$ cat src/rtl/bg_pixel_fetcher.sv
// Background tile fetcher and pixel FIFO for PPU Draw mode.
// Define PPU_FINE_SCROLL_EN to discard SCX[2:0] pixels at line start.
module bg_pixel_fetcher #(
  parameter int FIFO_DEPTH = 16
) (
  input  logic        clk_in,
  input  logic        rst_in,
  input  logic        tclk_in,
  input  logic        start_in,
  input  logic [7:0]  LY_in,
  input  logic [7:0]  SCY_in,
  input  logic [7:0]  SCX_in,
  input  logic [7:0]  LCDC_in,
  input  logic [7:0]  BGP_in,
  output logic [15:0] addr_out,
  output logic        addr_valid_out,
  input  logic [7:0]  data_in,
  input  logic        data_valid_in,
  output logic [1:0]  pixel_out,
  output logic        pixel_valid_out,
  output logic [7:0]  X_out,
  output logic        line_done_out
);

  localparam int CW = $clog2(FIFO_DEPTH + 1);
  localparam int AW = $clog2(FIFO_DEPTH);

  typedef enum logic [2:0] {
    S_IDLE,
    S_TILE,
    S_LOW,
    S_HIGH,
    S_PUSH,
    S_DONE
  } state_t;

  state_t r_state;
  state_t w_next;

  logic          r_req;
  logic          r_got;
  logic          r_tcnt;
  logic [7:0]    r_tile;
  logic [7:0]    r_lo;
  logic [7:0]    r_hi;
  logic [4:0]    r_tidx;
  logic [2:0]    r_disc;
  logic [7:0]    r_x;
  logic [CW-1:0] r_count;
  logic [1:0]    r_fifo [FIFO_DEPTH];
  logic [1:0]    r_pix;
  logic          r_pvalid;
  logic          r_ldone;

  logic          w_active;
  logic          w_cap;
  logic          w_ready;
  logic          w_end;
  logic          w_room;
  logic          w_pop;
  logic          w_push;
  logic          w_show;
  logic          w_next_fetch;
  logic          w_enter;
  logic [2:0]    w_disc_init;
  logic [1:0]    w_shade;
  logic [7:0]    w_row;
  logic [4:0]    w_col;
  logic [15:0]   w_map;
  logic [15:0]   w_base;
  logic [15:0]   w_low;
  logic [AW-1:0] w_widx [8];
  logic [1:0]    w_wpix [8];
  logic          w_unused;

`ifdef PPU_FINE_SCROLL_EN
  assign w_disc_init = SCX_in[2:0];
  assign w_unused = ^{LCDC_in[7:5], LCDC_in[2:1]};
`else
  assign w_disc_init = 3'd0;
  assign w_unused = ^{LCDC_in[7:5], LCDC_in[2:1], SCX_in[2:0]};
`endif

  assign w_active = (r_state != S_IDLE) && (r_state != S_DONE);
  assign w_cap    = r_req && data_valid_in;
  assign w_ready  = (r_got || w_cap) && r_tcnt;
  assign w_end    = w_active && (r_x == 8'd160);
  assign w_room   = r_count <= CW'(FIFO_DEPTH - 8);

  assign w_pop = tclk_in && !start_in && w_active
              && (r_x < 8'd160) && (r_count != '0);
  assign w_push = tclk_in && !start_in && !w_end
               && (r_state == S_PUSH) && w_room;
  assign w_show = w_pop && (r_disc == 3'd0);

  assign w_shade = LCDC_in[0]
                 ? BGP_in[{1'b0, r_fifo[0], 1'b0} +: 2]
                 : 2'b00;

  always_comb begin
    w_next = r_state;
    if (tclk_in) begin
      if (start_in) begin
        w_next = S_TILE;
      end else if (w_end) begin
        w_next = S_DONE;
      end else begin
        unique case (r_state)
          S_TILE:  if (w_ready) w_next = S_LOW;
          S_LOW:   if (w_ready) w_next = S_HIGH;
          S_HIGH:  if (w_ready) w_next = S_PUSH;
          S_PUSH:  if (w_room) w_next = S_TILE;
          default: w_next = r_state;
        endcase
      end
    end
  end

  assign w_next_fetch = (w_next == S_TILE)
                     || (w_next == S_LOW)
                     || (w_next == S_HIGH);
  assign w_enter = tclk_in && w_next_fetch
                && (start_in || (w_next != r_state));

  always_ff @(posedge clk_in or posedge rst_in) begin
    if (rst_in) r_state <= S_IDLE;
    else        r_state <= w_next;
  end

  // Map and tile-data addresses; all byte arithmetic wraps.
  assign w_row = LY_in + SCY_in;
  assign w_col = SCX_in[7:3] + r_tidx;
  assign w_map = (LCDC_in[3] ? 16'h9C00 : 16'h9800)
               + {6'd0, w_row[7:3], w_col};
  assign w_base = LCDC_in[4]
                ? 16'h8000 + {4'd0, r_tile, 4'd0}
                : 16'h9000 + {{4{r_tile[7]}}, r_tile, 4'd0};
  assign w_low = w_base + {12'd0, w_row[2:0], 1'b0};

  always_comb begin
    addr_out = 16'h0000;
    unique case (r_state)
      S_TILE:  addr_out = w_map;
      S_LOW:   addr_out = w_low;
      S_HIGH:  addr_out = w_low + 16'd1;
      default: addr_out = 16'h0000;
    endcase
  end

  // Data is captured on any clock edge; the state only moves on T-edges.
  always_ff @(posedge clk_in or posedge rst_in) begin
    if (rst_in) begin
      r_req  <= 1'b0;
      r_got  <= 1'b0;
      r_tcnt <= 1'b0;
      r_tile <= 8'd0;
      r_lo   <= 8'd0;
      r_hi   <= 8'd0;
    end else begin
      if (w_cap) begin
        r_req <= 1'b0;
        r_got <= 1'b1;
        if (r_state == S_TILE) r_tile <= data_in;
        if (r_state == S_LOW)  r_lo   <= data_in;
        if (r_state == S_HIGH) r_hi   <= data_in;
      end
      if (tclk_in) begin
        if (w_enter) begin
          r_req  <= 1'b1;
          r_got  <= 1'b0;
          r_tcnt <= 1'b0;
        end else if (w_next_fetch) begin
          r_tcnt <= 1'b1;
        end else begin
          r_req  <= 1'b0;
          r_got  <= 1'b0;
          r_tcnt <= 1'b0;
        end
      end
    end
  end

  always_comb begin
    for (int i = 0; i < 8; i++) begin
      w_widx[i] = AW'(int'(r_count) - int'(w_pop) + i);
      w_wpix[i] = {r_hi[3'(7 - i)], r_lo[3'(7 - i)]};
    end
  end

  always_ff @(posedge clk_in or posedge rst_in) begin
    if (rst_in) begin
      r_count  <= '0;
      r_tidx   <= 5'd0;
      r_disc   <= 3'd0;
      r_x      <= 8'd0;
      r_pix    <= 2'b00;
      r_pvalid <= 1'b0;
      r_ldone  <= 1'b0;
      for (int i = 0; i < FIFO_DEPTH; i++) r_fifo[i] <= 2'b00;
    end else if (tclk_in) begin
      r_pvalid <= w_show;
      r_pix    <= w_show ? w_shade : 2'b00;
      r_ldone  <= w_end && !start_in;
      if (start_in) begin
        r_count <= '0;
        r_tidx  <= 5'd0;
        r_x     <= 8'd0;
        r_disc  <= w_disc_init;
      end else if (w_end) begin
        r_count <= '0;
      end else begin
        if (w_pop) begin
          for (int i = 0; i < FIFO_DEPTH - 1; i++)
            r_fifo[i] <= r_fifo[i + 1];
          r_fifo[FIFO_DEPTH - 1] <= 2'b00;
          if (r_disc != 3'd0) r_disc <= r_disc - 3'd1;
          else                r_x    <= r_x + 8'd1;
        end
        // Push lands behind whatever survives this edge's pop.
        if (w_push) begin
          for (int i = 0; i < 8; i++)
            r_fifo[w_widx[i]] <= w_wpix[i];
          r_tidx <= r_tidx + 5'd1;
        end
        r_count <= r_count
                 + (w_push ? CW'(8) : CW'(0))
                 - (w_pop ? CW'(1) : CW'(0));
      end
    end
  end

  assign addr_valid_out  = r_req;
  assign pixel_out       = r_pix;
  assign pixel_valid_out = r_pvalid;
  assign X_out           = r_x;
  assign line_done_out   = r_ldone;

endmodule

$ cat config.mk
export PLATFORM = sky130hd
export DESIGN_NAME = bg_pixel_fetcher
export DESIGN_NICKNAME = d
export VERILOG_FILES = /design/src/rtl/bg_pixel_fetcher.sv
export SDC_FILE = /design/constraint.sdc
export NUM_CORES = 1
export LEC_CHECK = 0
export ABC_AREA = 0
export ABC_CLOCK_PERIOD_IN_PS = 6000
export CAP_MARGIN = 20
export CORE_ASPECT_RATIO = 1.5
export CORE_MARGIN = 1.5
export CORE_UTILIZATION = 26
export DETAILED_ROUTE_END_ITERATION = 8
export GPL_TIMING_DRIVEN = 0
export SLEW_MARGIN = 25
export SYNTH_ARGS = -nofsm -noshare
export SYNTH_HDL_FRONTEND = slang
export SYNTH_SLANG_ARGS = --single-unit
$ cat constraint.sdc
create_clock -name clk_in -period 6 [get_ports clk_in]
set_input_delay 0.9 -clock clk_in [delete_from_list [all_inputs] [get_ports clk_in]]
set_output_delay 0.9 -clock clk_in [all_outputs]
set_load 0.05 [all_outputs]
======== Word level (Yosys, flattened, before mapping) ========
Index checks and enable logic that the tools add are counted.
operators by class
  add/subtract/negate cells ............... 20
  magnitude comparators ................... 18
  equal/unequal tests ..................... 12
  shifts and indexed selects .............. 1
  muxes and demuxes ....................... 67
  bitwise operators ....................... 10
  reductions and logical operators ........ 43
operators by type and width
  kind                                                        count
  bitwise mux 32 bit                                          8
  2-to-1 mux 32 bit                                           5
  demux 2 bit (select 4 bit)                                  8
  case mux 16 bit (3 select lines)                            1
  >= comparator 5 bit, second input constant                  8
  less-than comparator 5 x 1 -> 1 bit, second input constant  8
  inverter 4 -> 5 bit                                         8
  2-to-1 mux 3 bit                                            11
  2-to-1 mux 8 bit                                            4
  2-to-1 mux 5 bit                                            5
  logical AND 1 bit                                           23
  2-to-1 mux 2 bit                                            10
  adder 16 x 1 -> 16 bit, second input constant               1
  adder 16 x 10 -> 16 bit                                     1
  adder 16 x 12 -> 16 bit, first input constant               1
  adder 16 bit, first input constant                          1
  adder 16 x 4 -> 16 bit                                      1
  adder 4 bit, second input constant                          4
  2-to-1 mux 16 bit                                           1
  equality test 3 x 2 -> 1 bit, second input constant         4
  case mux 3 bit (4 select lines)                             1
  2-to-1 mux 1 bit                                            11
  2-to-1 mux 11 bit                                           1
  adder 4 x 3 -> 4 bit, second input constant                 2
  29 further kinds                                            43
word-level totals
  register bits ........................... 79
  logic and storage cells ................. 201

======== Longest topological paths before layout ========
Gate-level depths: netlist of run 1.
  depth in word-level cells ............... 20
  gate-level depth with buffers ........... 21
  gate-level depth less buffers ........... 16

======== Worst setup path before layout of run 1 ========
No wires, ideal clock.
  path kind ............................... input -> register
  start point ............................. input start_in
  end point ............................... register r_fifo[15] in the netlist's numbering
  library setup time ...................... 0.111 ns
  data arrival time ....................... 4.857 ns
  setup slack ............................. 1.032 ns
  cell stages on the path ................. 18
  path buffers ............................ 4
  cells stage by stage .................... clkbuf_1 nor2b_1 o211ai_1 or2_1 buf_4 inv_4 ha_1 ha_1 xor2_1 clkbuf_1 buf_1 ha_1 inv_1 xnor3_1 nand3_1 o221ai_1 or4_1 a222oi_1
on the way
  word-level cells in the longest chain between the ends .. 20
ends and longest elaborated chain
  element                                                                               RTL line  text
  start, declared                                                                       9         input logic start_in,
  zero test 1 bit                                                                       90, 92
  logical AND 1 bit                                                                     90, 92
  logical AND 1 bit                                                                     90        assign w_pop = tclk_in && !start_in && w_active
  logical AND 1 bit (2 in series)                                                       91        && (r_x < 8'd160) && (r_count != '0);
  subtractor 4 x 1 -> 4 bit                                                             185       w_widx[i] = AW'(int'(r_count) - int'(w_pop) + i);
  adder 4 x 2 -> 4 bit or inverter 4 -> 5 bit (tied branches)                           185, 222
  inverter 4 -> 5 bit (not written as such) (tied with other cells)                     222       r_fifo[w_widx[i]] <= w_wpix[i];
  >= comparator 5 bit (not written as such) (tied with other cells)                     222
  logical AND 1 bit (not written as such) or 2-to-1 mux 2 bit (tied branches)           222
  2-to-1 mux 2 bit (not written as such) or demux 2 bit (select 4 bit) (tied branches)  222
  demux 2 bit (select 4 bit) or bitwise mux 32 bit (tied branches)                      222
  bitwise mux 32 bit (7 in series)                                                      222
  2-to-1 mux 32 bit                                                                     220       if (w_push) begin
  end signal, assigned by index                                                         214       r_fifo[i] <= r_fifo[i + 1];
  end signal, assigned by index                                                         222
  end, declared                                                                         50        logic [1:0] r_fifo [FIFO_DEPTH];
Several ways; a longest one is shown, not always the timed one. The select of a mux whose other input is x is not followed.
A chain may end at the register's enable or synchronous reset.

======== Worst setup path after layout of run 1 ========
  start point ............................. input tclk_in
  end point ............................... register r_fifo[27] in the netlist's numbering
on the way
  word-level cells in the longest chain between the ends .. 19
ends and longest elaborated chain
  element                                                                               RTL line  text
  start, declared                                                                       8         input logic tclk_in,
  logical AND 1 bit                                                                     90, 92
  logical AND 1 bit                                                                     90
  logical AND 1 bit (2 in series)                                                       91
  subtractor 4 x 1 -> 4 bit                                                             185
  adder 4 x 2 -> 4 bit or inverter 4 -> 5 bit (tied branches)                           185, 222
  inverter 4 -> 5 bit (not written as such) (tied with other cells)                     222
  >= comparator 5 bit (not written as such) (tied with other cells)                     222
  logical AND 1 bit (not written as such) or 2-to-1 mux 2 bit (tied branches)           222
  2-to-1 mux 2 bit (not written as such) or demux 2 bit (select 4 bit) (tied branches)  222
  demux 2 bit (select 4 bit) or bitwise mux 32 bit (tied branches)                      222
  bitwise mux 32 bit (7 in series)                                                      222
  2-to-1 mux 32 bit                                                                     220
Several ways; a longest one is shown, not always the timed one. The select of a mux whose other input is x is not followed.

==> results of run 1 <==
[what timing repair did]
action | 4_1_cts | 5_1_grt
resized for setup | 19 | 5
gates cloned | 0 | 0
buffers inserted | 0 | 1
pin swaps | 0 | 2
endpoints found under the setup margin | 32 | 27
[power groups by stage]
stage | Combinational [mW] | Clock (mW) | Sequential (mW)
after global routing | 4.26 | 0.671 | 0.878
after CTS | 3.93 | 0.645 | 0.854
final | 4.15 | 0.629 | 0.865
after global placement | 3.93 | 0 | 0.859
after floorplan | 2.40 | 0 | 0.831
after detailed placement | 3.86 | 0 | 0.862
[area by class of cell]
cell class | instances | area, um^2 | area share, %
Clock inverter | 7 | 103 | 1.14
Sequential cell | 79 | 1980 | 22.1
Inverter | 34 | 135 | 1.51
Tap cell | 346 | 433 | 4.83
Timing Repair Buffer | 72 | 736 | 8.21
Clock buffer | 9 | 225 | 2.51
Multi-Input combinational cell | 725 | 5020 | 56.0
Buffer | 71 | 333 | 3.71
[synth_stat cells (all sizes together), types with 8 or more instances]
master	n	area share, %
dfrtp	79	27
xor2	12	1.4
nor2	90	4.7
inv	34	1.8
a32oi	8	0.95
ha	30	5.1
or3	11	1.0
o221ai	13	1.5
a21oi	54	3.7
o22ai	23	1.9
a211oi	10	1.0
a21o	8	0.81
a22oi	22	2.2
nand2	83	4.2
nor3	21	1.5
mux2i	33	4.5
buf	32	2.3
clkbuf	39	2.0
o31ai	11	1.1
nand3	23	1.6
mux2	19	2.9
a22o	12	1.4
a221oi	12	1.4
and3	9	0.76
nor2b	10	0.85
o21ai	59	4.0
o211ai	11	1.2
a31oi	17	1.4
xnor2	17	2.0
[stage by stage]
step	cells	hold slack [ns]	area, um^2	util [%]
4_1_cts	1342	0.483	8940	32.0
2_1_floorplan	909	0.448	7390	-
6_report	1343	0.481	8960	32.1
3_5_place_dp	1326	0.474	8560	30.6
3_3_place_gp	1325	0.468	8520	30.5
5_1_grt	1343	0.493	8960	32.1
[registers in the layout (all words and copies together), names as in the netlist]
register         cells
r_count              5
r_tcnt               1
r_lo                 4
X_out                8
pixel_out            2
r_tile               8
r_fifo              32
r_hi                 4
addr_valid_out       1
r_tidx               5
r_state              3
pixel_valid_out      1
line_done_out        1
r_got                1
r_disc               3
[cells by family after synthesis]
kind of cell / synth area share, %
flops: 26.8
xor+xnor: 5.27
compound gates: 30.1
other cells: 0.0508
buf+inv: 6.06
mux: 7.98
simple gates: 17.9
fa+ha+maj: 5.89
[layer usage]
layer	routed length (um)	share of wire (%)	track usage, %
met1	13200	36	28.2
met2	17100	47	41.0
met3	2740	7.6	4.43
met4	3130	8.6	18.2
met5	0	0	0
[worst paths after layout]
path / cells after the start / end / from
min in group asynchronous: 2 / r_fifo[1]$_DFFE_PP0P_ / rst_in
min reg2reg: 1 / r_disc[0]$_DFFE_PP0P_ / r_disc[0]$_DFFE_PP0P_
max reg2reg: 19 / r_fifo[0]$_DFFE_PP0P_ / r_count[2]$_DFFE_PP0P_
max: 19 / r_fifo[27]$_DFFE_PP0P_ / tclk_in
min: 1 / r_disc[0]$_DFFE_PP0P_ / r_disc[0]$_DFFE_PP0P_
max in group asynchronous: 3 / r_state[1]$_DFF_PP0_ / rst_in
[cells in the final DEF, fill, tap and decap left out, types with 8 or more instances in the layout]
master           count
xor2_1              11
ha_1                30
dfrtp_1             79
buf_2               19
a211oi_1             9
o211ai_1            10
clkbuf_1            34
xnor2_1             17
nand2_1             83
inv_1               30
nand3_1             22
a32oi_1              8
o221ai_1            13
nor2b_1             10
a22o_1              12
a22oi_1             22
clkdlybuf4s50_1     70
nor3_1              20
buf_4                8
or3_1               10
a21oi_1             52
a31oi_1             17
o31ai_1             11
and3_1               9
mux2_2              18
a21o_1               8
mux2i_1             33
o22ai_1             23
o21ai_0             48
a221oi_1            12
nor2_1              85
clkbuf_16            9
o21ai_1             11
==> metrics, run 1 <==
WL per Instance=27.0 um; Tot Pwr=5.65 mW; Critical Path Start Type=primary input; vias per cell=between 6 and 7; critical-path maximum fanout=11; Reg2Reg Setup Slack=around 0.25 ns; final net count=1,078; switching share of power=about 60%; Final WS setup=0.189 ns; CP bufs+invs=7; CTS Buf Count=9; Most used DFF post-synth=dfrtp_1; # rows=75; Slew headroom=22.7%; Initial Utilization=26.4%; Mapped Area=between 7000 and 8000 um^2; Ports=82; DRT Pass-1 Iters=6; Min-Delay Path Class=reg -> reg; maximum clock path buffer count=2; Most common cell on crit path=ha_1; Netlist cell types=80; die area=29,500 um^2; floorplan core area=about 28,000 um^2; Logic pwr share=between 70% and 80%; worst-path cell chain=clkdlybuf4s50_1 -> nor2b_1 -> o211ai_1 -> or2_1 -> buf_4 -> inv_4 -> ha_1 -> ha_1 -> xor2_4 -> clkbuf_4 -> buf_2 -> ha_1 -> inv_1 -> xnor3_1 -> buf_2 -> o22ai_1 -> a2111oi_0 -> a2111oi_1 -> o21ai_1; CP endpoint kind=flip-flop; initial antenna violation count=0; Post-Syn Area per Cell=8.14 um^2; layout filler cell count=2,999; number of diodes=0; Pint=2.27 mW; async set-reset flop share out of synthesis=100%; largest stage delay on the critical path=approximately 0.64 ns; setup TNS=0 ns; CTS Sinks=between 70 and 80; crit path max-delay cell type=a2111oi_1; DP HPWL=around 27,000 um; root buf cell=clkbuf_16; CTS tree=built; Worst Path Required=6.23 ns; sequential-to-total area share from yosys stat=a little over a quarter; LEAKAGE=3.59 nW; Die Span Y=between 200 and 250 um; residual DRC count=0; via count=8,283; pre-CTS setup slack=-1.49 ns; initial drt markers=948; fin crit share=96.9%; Switch Pwr=3.38 mW; Clock Skews=roughly 0.017 ns; RSZ-0062 raised after global routing=no; Final setup viols=0; H-Tree Depth=3; first-pass GRT wire length=53,400 um; achievable frequency=172 MHz; Post-Route WL=between 30,000 and 40,000 um; layout cells sized above 1=9.93%; Worst-Skew Late Latency=approximately 0.37 ns; Worst EP arrival=approximately 6.0 ns; Worst-path clk slew=0.07 ns; run status=completed; Final Hold Violating Endpoints=0; Worst VDD drop=0.000248 V; Synth warnings=0; gr usage total=24.7%; GPL Wtd Cong=1.04; Top delay family on crit path=buffers and inverters; largest net degree at the start of global routing=70; Port Buffers=70; Chip Width=141 um; Gate Count Post-Synth=a little over 900; Worst Max-Slew Pin Slew=approximately 1.2 ns; Power Density=630 nW/um^2; MaxCap Viol Count=0; kind of critical path=in -> reg; via count of the first global-routing pass=approximately 8k; Area Overhead vs Synth=21.4%; Post-synth EDFFs=0; # hold bufs at CTS=0; Flop pwr share=between 15 and 20%; Synth Register Bits=79; Final min period=slightly below 6 ns; Slew Limit Fails=0; DRT antenna net count=0; GRT overflow=0; clock power share=11.1%
Power figures use the tool's default switching activity.
==> run 2: changes to the inputs <==
--- a/config.mk
+++ b/config.mk
@@ -12,6 +12,7 @@
 export CORE_MARGIN = 1.5
 export CORE_UTILIZATION = 26
 export DETAILED_ROUTE_END_ITERATION = 8
+export GPL_ROUTABILITY_DRIVEN = 0
 export GPL_TIMING_DRIVEN = 0
 export SLEW_MARGIN = 25
 export SYNTH_ARGS = -nofsm -noshare
==> run 2 against run 1 <==
  * Global-route usage shrank 2.9 points
  * Non-clock buffer count is 1 lower
  * Count of clock-buffer cells in the layout grew 3
  * Worst setup slack worse by 0.042 ns
==> metrics, run 2 (same netlist as run 1, synthesis figures left out) <==
largest net degree at the start of global routing=51; CTS tree=built; switching share of power=58.7%; Area Overhead vs Synth=20.3%; worst r2r dst=r_fifo[16]$_DFFE_PP0P_; Most common cell on crit path=ha_1; Worst Path Required=~6.2 ns; Flop pwr share=16.3%; WL per Instance=between 20 and 25 um; LEAKAGE=3.55 nW; RSZ-0062 raised after global routing=no; clock power share=10.2%; GRT met1 Usage=approximately 24%; residual DRC count=0; initial drt markers=1,327; hold_ws=0.492 ns; MaxCap Viol Count=0; Worst-Skew Late Latency=0.35 ns; crit path max-delay cell type=clkdlybuf4s50_1; Worst R2R Path Depth=20; max FFs per register=32; run status=completed; initial antenna violation count=0; met2 Track Usage GR=between 30% and 40%; Worst EP arrival=approximately 6.1 ns; critical-path maximum fanout=12; Tot Pwr=approximately 5.3 mW; Switch Pwr=between 3 and 4 mW; layout cells sized above 1=a little under a tenth; most frequent cells in the layout=nor2_1, nand2_1, dfrtp_1, clkdlybuf4s50_1, a21oi_1; Critical R2R Launch=r_count[2]$_DFFE_PP0P_; gr usage total=21.8%; Final setup viols=0; Clock Skews=~0.012 ns; Slew headroom=30.9%; GRT met3 Usage=between 5 and 6%; via count=8,456; Final min period=5.85 ns; first-pass GRT wire length=between 40,000 and 50,000 um; Slew Limit Fails=0; DP HPWL=about 23,000 um; Pint=~2.2 mW; Port Buffers=70; Min-Delay Path Class=reg -> reg; achievable frequency=171 MHz; Reg2Reg Setup Slack=0.26 ns; # rows=75; GRT overflow=0; root buf cell=clkbuf_16; maximum clock path buffer count=2; Post-Route WL=32,300 um; commonest non-fill, non-tap cell in the layout=nor2_1; final net count=1,077; Final Hold Violating Endpoints=0; Initial Utilization=26.4%; Worst Max-Slew Pin Slew=1.03 ns; Power Density=597 nW/um^2; vias per cell=between 6 and 7; Critical Path Start Type=primary input; Die Span Y=209 um; DRT antenna net count=0; floorplan core area=28,000 um^2; H-Tree Depth=3; largest stage delay on the critical path=around 0.5 ns; most crowded layer after global routing=met2; Largest Register=r_fifo; worst hold start=r_disc[0]$_DFFE_PP0P_; Worst VDD drop=approximately 0.00026 V; CTS Buf Count=9; worst-path cell chain=clkdlybuf4s50_1 -> nor2b_1 -> o211ai_1 -> or2_1 -> buf_4 -> inv_4 -> ha_1 -> ha_1 -> xor2_2 -> inv_1 -> buf_2 -> clkbuf_4 -> ha_1 -> inv_1 -> a21oi_4 -> xnor3_1 -> clkbuf_2 -> nor2_2 -> nand2_1 -> a32oi_1 -> nand3_1; hold depth=1; via count of the first global-routing pass=8,132; Hold Path End=r_disc[0]$_DFFE_PP0P_; Worst-path clk slew=0.06 ns; setup TNS=0 ns; die area=29,500 um^2; kind of critical path=in -> reg; fin crit share=97.5%; Chip Width=141 um; number of diodes=0; Ports=82; DRT Pass-1 Iters=8; Logic pwr share=73.5%; CTS Sinks=79; CP endpoint kind=flip-flop
-- run 2: cell types whose count changed in the layout (fill, tap and decap cells not counted), sizes merged --
cell / previous run / this run
buf: 34 / 32
bufinv: 2 / 0
clkbuf: 48 / 52
clkinv: 2 / 1
clkinvlp: 0 / 2
inv: 37 / 35
-- run 2: worst max-delay path by stage --
stage              from  depth (start not counted)                endpoint
6_report        tclk_in                         21  r_fifo[16]$_DFFE_PP0P_
5_1_grt         tclk_in                         19  r_fifo[26]$_DFFE_PP0P_
4_1_cts         tclk_in                         21  r_fifo[16]$_DFFE_PP0P_
3_5_place_dp    tclk_in                         21   r_fifo[8]$_DFFE_PP0P_
3_3_place_gp    tclk_in                         21   r_fifo[8]$_DFFE_PP0P_
2_1_floorplan  start_in                         18  r_fifo[15]$_DFFE_PP0P_
-- run 2: cell type report --
type / count / area [um^2]
fill: 2985 / 19100
multi-input combinational: 725 / 5000
sequential: 79 / 1980
timing repair buffer: 72 / 736
tap: 346 / 433
buffer: 70 / 324
clock buffer: 12 / 256
inverter: 34 / 133
clock inverter: 4 / 28.8
-- run 2: power by group through the flow --
stage / Clock (mW) / Combinational [mW] / Sequential (mW)
finish: 0.540 / 3.90 / 0.867
global route: 0.574 / 4.00 / 0.877
CTS: 0.550 / 3.61 / 0.852
detailed placement: 0 / 3.57 / 0.860
global placement: 0 / 3.59 / 0.860
floorplan: 0 / 2.40 / 0.831
-- run 2: critical path, delay by kind of cell --
kind                       cells  cell delay (ns)
and+or+nand+nor                5             1.02
adders and majority gates      3             0.77
xor gates and xnor gates       2             0.57
AOI/OAI and AO/OA              3             0.76
buffers and inverters          8             2.03
-- run 2: through the flow --
stage	setup WS (ns)	area (um^2)	cells	utilization (%)
after floorplan	1.03	7390	909	-
after global placement	-1.19	8520	1325	30.5
final	0.147	8890	1342	31.8
after detailed placement	-1.17	8550	1326	30.6
after global routing	0.00698	8890	1342	31.8
after CTS	0.150	8870	1343	31.7
-- run 2: what timing repair did --
item,CTS,global route
buffers inserted,1,0
setup endpoints to repair,32,17
hold buffers,0,0
resized for setup,8,8
pin swaps,1,0
-- run 2: metal layers --
metal,wire length [um],share of wire (%)
met5,0,0
met4,3010,9.3
met3,3300,10
met2,14800,46
met1,11100,34
